$ cat src/rtl/cascade_result_packer.sv
// Gathers one phase/amplitude result per channel into a frame, double-buffers it,
// and streams it as {SYNC,frame_cnt}, ph[0], ac[0], ... over a valid/ready port.
module cascade_result_packer #(
    parameter int          CHANELS = 4,
    parameter logic [15:0] SYNC    = 16'hA5C3
) (
    input  logic                       clk,
    input  logic                       rstn,
    input  logic                       i_vld,
    input  logic [$clog2(CHANELS)-1:0] i_addr,
    input  logic signed [31:0]         i_ph,
    input  logic [31:0]                i_ac,
    output logic [31:0]                o_data,
    output logic                       o_vld,
    output logic                       o_last,
    input  logic                       o_rdy,
    output logic [15:0]                drop_cnt,
    output logic                       dup_err
);

    localparam int DATA_W = 32;
    localparam int AW     = $clog2(CHANELS);
    localparam int NW     = 2 * CHANELS + 1;
    localparam int IW     = $clog2(NW);

    typedef enum logic {IDLE, SEND} state_t;

    state_t                    state_q, state_d;
    logic [IW-1:0]             widx_q, widx_d, nxt_idx;
    logic [AW-1:0]             ch_sel;
    logic [CHANELS-1:0]        fill_mask, mask_d;
    logic [15:0]               frame_cnt;
    logic [DATA_W-1:0]         data_d;
    logic                      vld_d, last_d;
    logic                      full, xfer, hs, addr_ok, wr_ok, drop;

    logic signed [DATA_W-1:0]  col_ph [CHANELS];
    logic [DATA_W-1:0]         col_ac [CHANELS];
    logic signed [DATA_W-1:0]  ob_ph  [CHANELS];
    logic [DATA_W-1:0]         ob_ac  [CHANELS];

    function automatic logic [15:0] sat_inc16(input logic [15:0] v);
        return (v == 16'hFFFF) ? v : v + 16'd1;
    endfunction

    assign full    = &fill_mask;
    assign xfer    = (state_q == IDLE) && full;
    assign hs      = o_vld && o_rdy;
    assign addr_ok = (int'(i_addr) < CHANELS);
    // The transfer edge empties the bank, so a result arriving on it is kept.
    assign wr_ok   = i_vld && addr_ok && (!full || xfer);
    assign drop    = i_vld && !wr_ok;

    always_comb begin
        mask_d = xfer ? '0 : fill_mask;
        if (wr_ok)
            mask_d[i_addr] = 1'b1;
    end

    // Next-state logic
    always_comb begin
        state_d = state_q;
        case (state_q)
            IDLE:    if (full)          state_d = SEND;
            SEND:    if (hs && o_last)  state_d = IDLE;
            default: state_d = IDLE;
        endcase
    end

    // Output logic: next value of the registered stream port
    always_comb begin
        widx_d  = widx_q;
        data_d  = o_data;
        vld_d   = o_vld;
        last_d  = o_last;
        nxt_idx = widx_q + IW'(1);
        ch_sel  = AW'((nxt_idx - IW'(1)) >> 1);
        case (state_q)
            IDLE: begin
                if (full) begin
                    widx_d = '0;
                    data_d = {SYNC, frame_cnt};
                    vld_d  = 1'b1;
                    last_d = 1'b0;
                end
            end
            SEND: begin
                if (hs) begin
                    if (o_last) begin
                        vld_d  = 1'b0;
                        last_d = 1'b0;
                    end else begin
                        widx_d = nxt_idx;
                        data_d = nxt_idx[0] ? ob_ph[ch_sel] : ob_ac[ch_sel];
                        last_d = (nxt_idx == IW'(NW - 1));
                    end
                end
            end
            default: ;
        endcase
    end

    // State and control registers
    always_ff @(posedge clk or negedge rstn) begin
        if (!rstn) begin
            state_q   <= IDLE;
            widx_q    <= '0;
            o_data    <= '0;
            o_vld     <= 1'b0;
            o_last    <= 1'b0;
            fill_mask <= '0;
            frame_cnt <= '0;
            drop_cnt  <= '0;
            dup_err   <= 1'b0;
        end else begin
            state_q   <= state_d;
            widx_q    <= widx_d;
            o_data    <= data_d;
            o_vld     <= vld_d;
            o_last    <= last_d;
            fill_mask <= mask_d;
            if (xfer)
                frame_cnt <= frame_cnt + 16'd1;
            if (drop)
                drop_cnt <= sat_inc16(drop_cnt);
            if (wr_ok && !xfer && fill_mask[i_addr])
                dup_err <= 1'b1;
        end
    end

    // Collection and output banks hold data only and need no reset
    always_ff @(posedge clk) begin
        if (wr_ok) begin
            col_ph[i_addr] <= i_ph;
            col_ac[i_addr] <= i_ac;
        end
        if (xfer) begin
            for (int k = 0; k < CHANELS; k++) begin
                ob_ph[k] <= col_ph[k];
                ob_ac[k] <= col_ac[k];
            end
        end
    end

endmodule

$ cat config.mk
export PLATFORM = sky130hd
export DESIGN_NAME = cascade_result_packer
export DESIGN_NICKNAME = d
export VERILOG_FILES = /design/src/rtl/cascade_result_packer.sv
export SDC_FILE = /design/constraint.sdc
export NUM_CORES = 1
export LEC_CHECK = 0
export CAP_MARGIN = 20
export CORE_MARGIN = 5
export CORE_UTILIZATION = 49
export DETAILED_ROUTE_END_ITERATION = 10
export GPL_TIMING_DRIVEN = 0
export PLACE_DENSITY = 0.7
export SLEW_MARGIN = 10
export SYNTH_ARGS = -nofsm -noshare
export SYNTH_HDL_FRONTEND = slang
export SYNTH_SLANG_ARGS = --single-unit
export TNS_END_PERCENT = 1
$ cat constraint.sdc
create_clock -name clk -period 6.77 [get_ports clk]
set_input_delay 0.677 -clock clk [delete_from_list [all_inputs] [get_ports clk]]
set_output_delay 0.677 -clock clk [all_outputs]
set_load 0.02 [all_outputs]
### Word level (Yosys, flattened, before mapping)

Memories as Yosys holds them, arrays and structs flattened.
Index checks and enable logic that the tools add are counted.

| storage, ports and cells | value |
|---|---|
| input port bits | 70 |
| output and inout port bits | 51 |
| register bits after elaboration | 76 |
| memories kept | 4 |
| bits in writable memories | 512 |
| logic and storage cells | 75 |

| cells by class | value |
|---|---|
| bitwise logic cells | 3 |
| add/subtract/negate cells | 4 |
| reductions and logical operators | 17 |
| equal/unequal tests | 6 |
| mux-type cells | 30 |
| magnitude comparators | 2 |

Memories:

| name | words | width | read ports | clocked after Yosys merged registers in | wr ports | RTL line | RTL |
|---|---|---|---|---|---|---|---|
| col_ac | 4 | 32 | 4 | 0 | 1 | 38 | `logic [DATA_W-1:0] col_ac [CHANELS];` |
| col_ph | 4 | 32 | 4 | 0 | 1 | 37 | `logic signed [DATA_W-1:0] col_ph [CHANELS];` |
| ob_ac | 4 | 32 | 1 | 0 | 4 | 40 | `logic [DATA_W-1:0] ob_ac [CHANELS];` |
| ob_ph | 4 | 32 | 1 | 0 | 4 | 39 | `logic signed [DATA_W-1:0] ob_ph [CHANELS];` |

Operators with widths:

| kind | number |
|---|---|
| 2-to-1 mux 32 bit | 4 |
| case mux 32 bit (2 select lines) | 1 |
| adder 16 x 1 -> 16 bit (second input constant) | 2 |
| 2-to-1 mux 4 bit | 5 |
| equality test 16 bit (second input constant) | 1 |
| 2-to-1 mux 1 bit | 14 |
| logical AND 1 bit | 8 |
| case mux 4 bit (2 select lines) | 1 |
| != test 2 bit (second input constant) | 3 |
| case mux 1 bit (2 select lines) | 3 |
| AND reduction 3 bit | 2 |
| adder 4 x 1 -> 4 bit (second input constant) | 1 |
| equality test 4 bit (second input constant) | 1 |
| bitwise OR 4 bit | 1 |
| AND reduction 2 bit | 2 |
| AND reduction 4 bit | 1 |
| logical NOT 1 bit | 3 |
| < comparator 2 x 3 -> 1 bit (second input constant) | 1 |
| subtractor 3 x 1 -> 3 bit (second input constant) | 1 |
| binary-select mux 1 bit (select 2 bit) | 1 |
| demux 1 bit (select 2 bit) | 1 |
| greater-or-equal comparator 2 x 1 -> 1 bit (second input constant) | 1 |
| != test 2 x 1 -> 1 bit (second input constant) | 1 |
| NOT 1 bit | 2 |
| logical OR 1 bit | 1 |

### Logic depth before layout (Yosys ltp)

| logic depth | value |
|---|---|
| word-level depth | 7 |
| gate-level depth with buffers | 8 |
| gate-level depth less buffers | 5 |

### Worst setup path after synthesis

No wires, ideal clock.

| timing path | value |
|---|---|
| path type | reg2reg |
| from | register fill_mask[2] |
| to | register frame_cnt[1] |
| stages on the path, launching flop included | 6 |
| clock period less this slack | 6698 ps |
| path buffers | 1 |
| slack | 72 ps |
| arrival time | 6607 ps |
| data required time | 6678 ps |
| library setup time | 92 ps |
| path through | dfrtp_1 -> and4_1 -> buf_2 -> nand2_2 -> inv_1 -> mux2_2 |

| on the way | value |
|---|---|
| word-level cells in the longest chain between the ends | 2 |

RTL lines:

| what | RTL line | RTL |
|---|---|---|
| from (decl) | 31 | `logic [CHANELS-1:0] fill_mask, mask_d;` |
| from (signal assigned) | 121 | `fill_mask <= mask_d;` |
| AND reduction 4 bit | 46 | `assign full = &fill_mask;` |
| logical AND 1 bit | 47 | `assign xfer = (state_q == IDLE) && full;` |
| net xfer | 35 | `logic full, xfer, hs, addr_ok, wr_ok, drop;` |
| to (signal assigned) | 123 | `frame_cnt <= frame_cnt + 16'd1;` |
| to (decl) | 32 | `logic [15:0] frame_cnt;` |

The timed path passes the listed nets, and every way through them passes these cells.
A chain may end at the register's enable or synchronous reset.

### Worst setup path in the final report

| timing path | value |
|---|---|
| from | register state_q |
| to | memory col_ph[1][31], enable pin |

| on the way | value |
|---|---|
| word-level cells in the longest chain between the ends | 6 |

RTL lines:

| what | RTL line | RTL |
|---|---|---|
| from (decl) | 28 | `state_t state_q, state_d;` |
| from (signal assigned) | 116 | `state_q <= state_d;` |
| NOT 1 bit | 47 |  |
| logical AND 1 bit | 47 |  |
| logical OR 1 bit | 51 | `assign wr_ok = i_vld && addr_ok && (!full \|\| xfer);` |
| logical AND 1 bit | 51 |  |
| 2-to-1 mux 1 bit | 133 | `if (wr_ok) begin` |
| 2-to-1 mux 1 bit (implied by the code) | 134 | `col_ph[i_addr] <= i_ph;` |
| to (decl) | 37 |  |

Every way passes these cells.

==> flow_metrics.py <==
metrics = {
    "grt": {
        "grt_antenna_before_repair": 4,
        "grt_overflow": 0,
        "grt_pass1_wl_mm": 59.37,
        "grt_start_max_net_pins": 139,
        "grt_usage_pct": 16.91,
        "grt_pass1_vias": 10088,
    },
    "placement": {
        "dp_slack_ns": 3.454,
        "dp.cells": 1713,
        "dpl.hpwl_mm": 25.33,
        "port_buffers": 120,
        "place_congestion": 0.8329,
    },
    "routing": {
        "wl_per_cell_um": 21.73,
        "drtIter0Drc": 943,
        "wl_met1_mm": 15.60,
        "dr_wl_met2_mm": 20.36,
        "ant_nets": 0,
        "vias": 9969,
        "routed_wl_mm": 39.54,
        "vias_per_cell": 5.477,
        "routed-wl-met3_mm": 2.487,
        "top_layer_used": "met5",
        "drc": 0,
        "first_pass_iters": 6,
    },
    "power_and_ir_drop": {
        "pwr-share-clk_pct": 28.6,
        "vdd_ir_drop_max_uv": 244.9,
        "power_frac_comb_pct": 25.3,
        "p_leak_nw": 8.482,
        "p_seq_share_pct": 46.1,
        "power_switching_mw": 3.067,
        "p_per_area_nw_per_um2": 423.9,
        "internal_power_mw": 7.411,
        "p_sw_share_pct": 29.27,
    },
    "finish": {
        "drive_gt1_share_pct": 14.39,
        "area_growth_pct": 19.17,
        "final_nets": 1306,
        "stdcell_count": 1820,
    },
    "yosys": {
        "ys_ff_latch": 588,
        "synthAdderAreaFrac_pct": 0.2413,
        "ys_seq_area_share_pct": 83.29,
        "synthSimpleGateAreaFrac_pct": 3.396,
        "syn-cell-area_um2": 20740,
        "syn_inst": 1030,
        "yosys.area_share.xor_xnor_pct": 1.224,
        "synth_cell_types": 53,
        "yosys_warnings": 0,
        "syn_nets": 1104,
        "synthFlopType": "edfxtp_1",
        "synth_edf_count": 512,
        "yosys-mux-area-fraction_pct": 7.214,
        "synth_compound_area_share_pct": 3.661,
        "async_flop_share_pct": 12.93,
        "synth_top_family_by_area": "multiplexers",
        "syn_area_per_cell_um2": 20.14,
    },
    "min_path": {
        "worstHoldPathType": "primary input to async pin",
    },
    "outcome": {
        "status": "complete, no violations",
    },
    "sta": {
        "fin_tns_setup_ns": 0,
        "rsz0062_at_grt": "no",
        "tightest_slew_ns": 0.8709,
        "relSlewSlack_pct": 41.94,
        "period_needed_ns": 3.335,
        "slew_violations": 0,
        "hold_viol": 0,
        "setup_viol": 0,
        "skew_ns": 0.02402,
        "setup_slack_ns": 3.435,
        "fmax_mhz": 299.8,
        "post-route-period-util_pct": 49.26,
    },
    "die": {
        "die_y_um": 215.8,
        "die_area_um2": 46550,
        "die_x_um": 215.8,
        "ioPinCount": 121,
        "initial_core_util_pct": 49.45,
        "rows": 75,
        "core-area_um2": 41950,
    },
    "critical_path": {
        "ff2ff_path_depth": 9,
        "crit_arrival_ns": 3.64,
        "critical_path_class": "flop to flop",
        "critPathMaxFanout": 10,
        "rr_startpoint": "state_q$_DFF_PN0_",
        "reg2reg_slack_ns": 3.43,
        "end_kind": "flop",
        "cp-start-kind": "flop",
        "required_ns": 7.07,
        "r2r_end": "col_ph[1][31]$_DFFE_PP_",
    },
    "cts": {
        "cts-hold-fix-buffers": 0,
        "path_clk_slew_ns": 0.06,
        "cts_resized": 0,
        "cts_tree": "done",
        "clock_sinks": 588,
        "cts_made_buffers": 56,
        "root_buffer": "clkbuf_16",
        "worst_skew_pair.late_latency_ns": 0.60,
        "clk_path_buf_depth": 3,
        "cts_setup_buffers": 0,
        "ctsHtreeMaxLevel": 2,
    },
    "flow_run": {
        "drv_cap": 0,
    },
}
==> power groups by stage <==
stage / logic (mW) / registers (mW) / clock network, mW
after detailed placement: 2.68 / 4.90 / 0
after global routing: 2.84 / 4.88 / 3.22
after global placement: 2.59 / 5.01 / 0
final: 2.65 / 4.83 / 3.00
after floorplan: 1.56 / 5.05 / 0
after CTS: 2.69 / 4.83 / 3.06
==> per-layer routing <==
layer | global-route usage [%] | up-vias
met5 | 0 | -
met2 | 29.25 | 304
li1 | - | 4521
met3 | 3.742 | 82
met4 | 5.569 | 6
met1 | 21.42 | 5056
==> state kept, by name, indices dropped and copies added, names as in the netlist <==
register and flops:
col_ac 128, col_ph 128, drop_cnt 16, dup_err 1, fill_mask 4, frame_cnt 16, o_data 32, o_last 1
o_vld 1, ob_ac 128, ob_ph 128, state_q 1, widx_q 4
==> synthesized netlist by cell type (7+ instances only) <==
library cell | number | area share [%]
nand3_1 | 19 | 0.46
and3_1 | 7 | 0.21
buf_2 | 24 | 0.58
mux4_2 | 17 | 1.8
a221o_1 | 11 | 0.53
xnor2_1 | 24 | 1.0
a21oi_1 | 11 | 0.27
a2111o_1 | 8 | 0.43
o21ai_0 | 12 | 0.29
o22ai_1 | 25 | 0.75
nand2_1 | 21 | 0.38
mux2_2 | 15 | 0.81
clkbuf_1 | 11 | 0.20
o32a_1 | 11 | 0.53
mux2i_1 | 91 | 4.4
nor2_1 | 50 | 0.90
nand4_1 | 9 | 0.27
dfrtp_1 | 76 | 9.2
edfxtp_1 | 512 | 74
==> how the worst max path moves through the flow <==
stage / startpoint / to / slack [ns]
floorplan: fill_mask[2]$_DFF_PN0_ / frame_cnt[1]$_DFFE_PN0P_ / 0.07
detailed placement: state_q$_DFF_PN0_ / col_ph[1][24]$_DFFE_PP_ / 3.45
global route: state_q$_DFF_PN0_ / col_ph[1][31]$_DFFE_PP_ / 3.27
finish: state_q$_DFF_PN0_ / col_ph[1][31]$_DFFE_PP_ / 3.43
global placement: state_q$_DFF_PN0_ / col_ph[1][28]$_DFFE_PP_ / -4.73
CTS: state_q$_DFF_PN0_ / col_ph[1][24]$_DFFE_PP_ / 3.43
==> worst max-delay path, stage by stage (launching register included) <==
cell,delay (ns)
dfrtp_1,0.47
inv_2,0.20
buf_1,0.50
o21ai_0,0.28
nor3b_2,0.61
buf_4,0.28
buf_6,0.16
buf_4,0.21
buf_6,0.18
buf_6,0.14
==> through the flow <==
stage	power, mW	instance area, µm²	hold WS (ns)	util, %
6_report	10.48	24720	0.1327	58.93
3_5_place_dp	7.585	22930	0.4045	54.67
5_1_grt	10.94	24720	0.1744	58.92
2_1_floorplan	6.612	20740	0.3814	-
3_3_place_gp	7.600	22620	0.4001	53.92
4_1_cts	10.59	24720	0.1343	58.92
==> cells in the final DEF, fill, tap and decap left out, types with 13 or more instances in the layout <==
| cell type | Yosys | layout |
|---|---|---|
| mux2_2 | 15 | 15 |
| o22ai_1 | 25 | 25 |
| mux2i_1 | 91 | 91 |
| buf_4 | 1 | 13 |
| clkinv_2 | 0 | 17 |
| edfxtp_1 | 512 | 512 |
| xnor2_1 | 24 | 24 |
| buf_2 | 24 | 24 |
| nand3_1 | 19 | 19 |
| clkbuf_1 | 11 | 24 |
| nand2_1 | 21 | 21 |
| nor2_1 | 50 | 49 |
| clkdlybuf4s50_1 | 0 | 119 |
| clkbuf_16 | 0 | 56 |
| mux4_2 | 17 | 17 |
| dfrtp_1 | 76 | 76 |
==> final cells by class <==
type / count / area [µm²]
clock inverter: 35 / 319.1
multi-input combinational: 397 / 3284
buffer: 38 / 176.4
antenna: 2 / 5.005
inverter: 7 / 33.78
clock buffer: 70 / 1464
tap: 539 / 674.4
timing repair buffer: 144 / 1486
sequential: 588 / 17280
fill: 3049 / 17230
==> kinds of logic after synthesis <==
family / after synthesis
buffers and inverters: 45
DFF: 588
xor gates and xnor gates: 29
and+or+nand+nor: 137
muxes: 126
AOI/OAI and AO/OA: 101
adders and majority gates: 4
(Power assumes the default switching activity.)
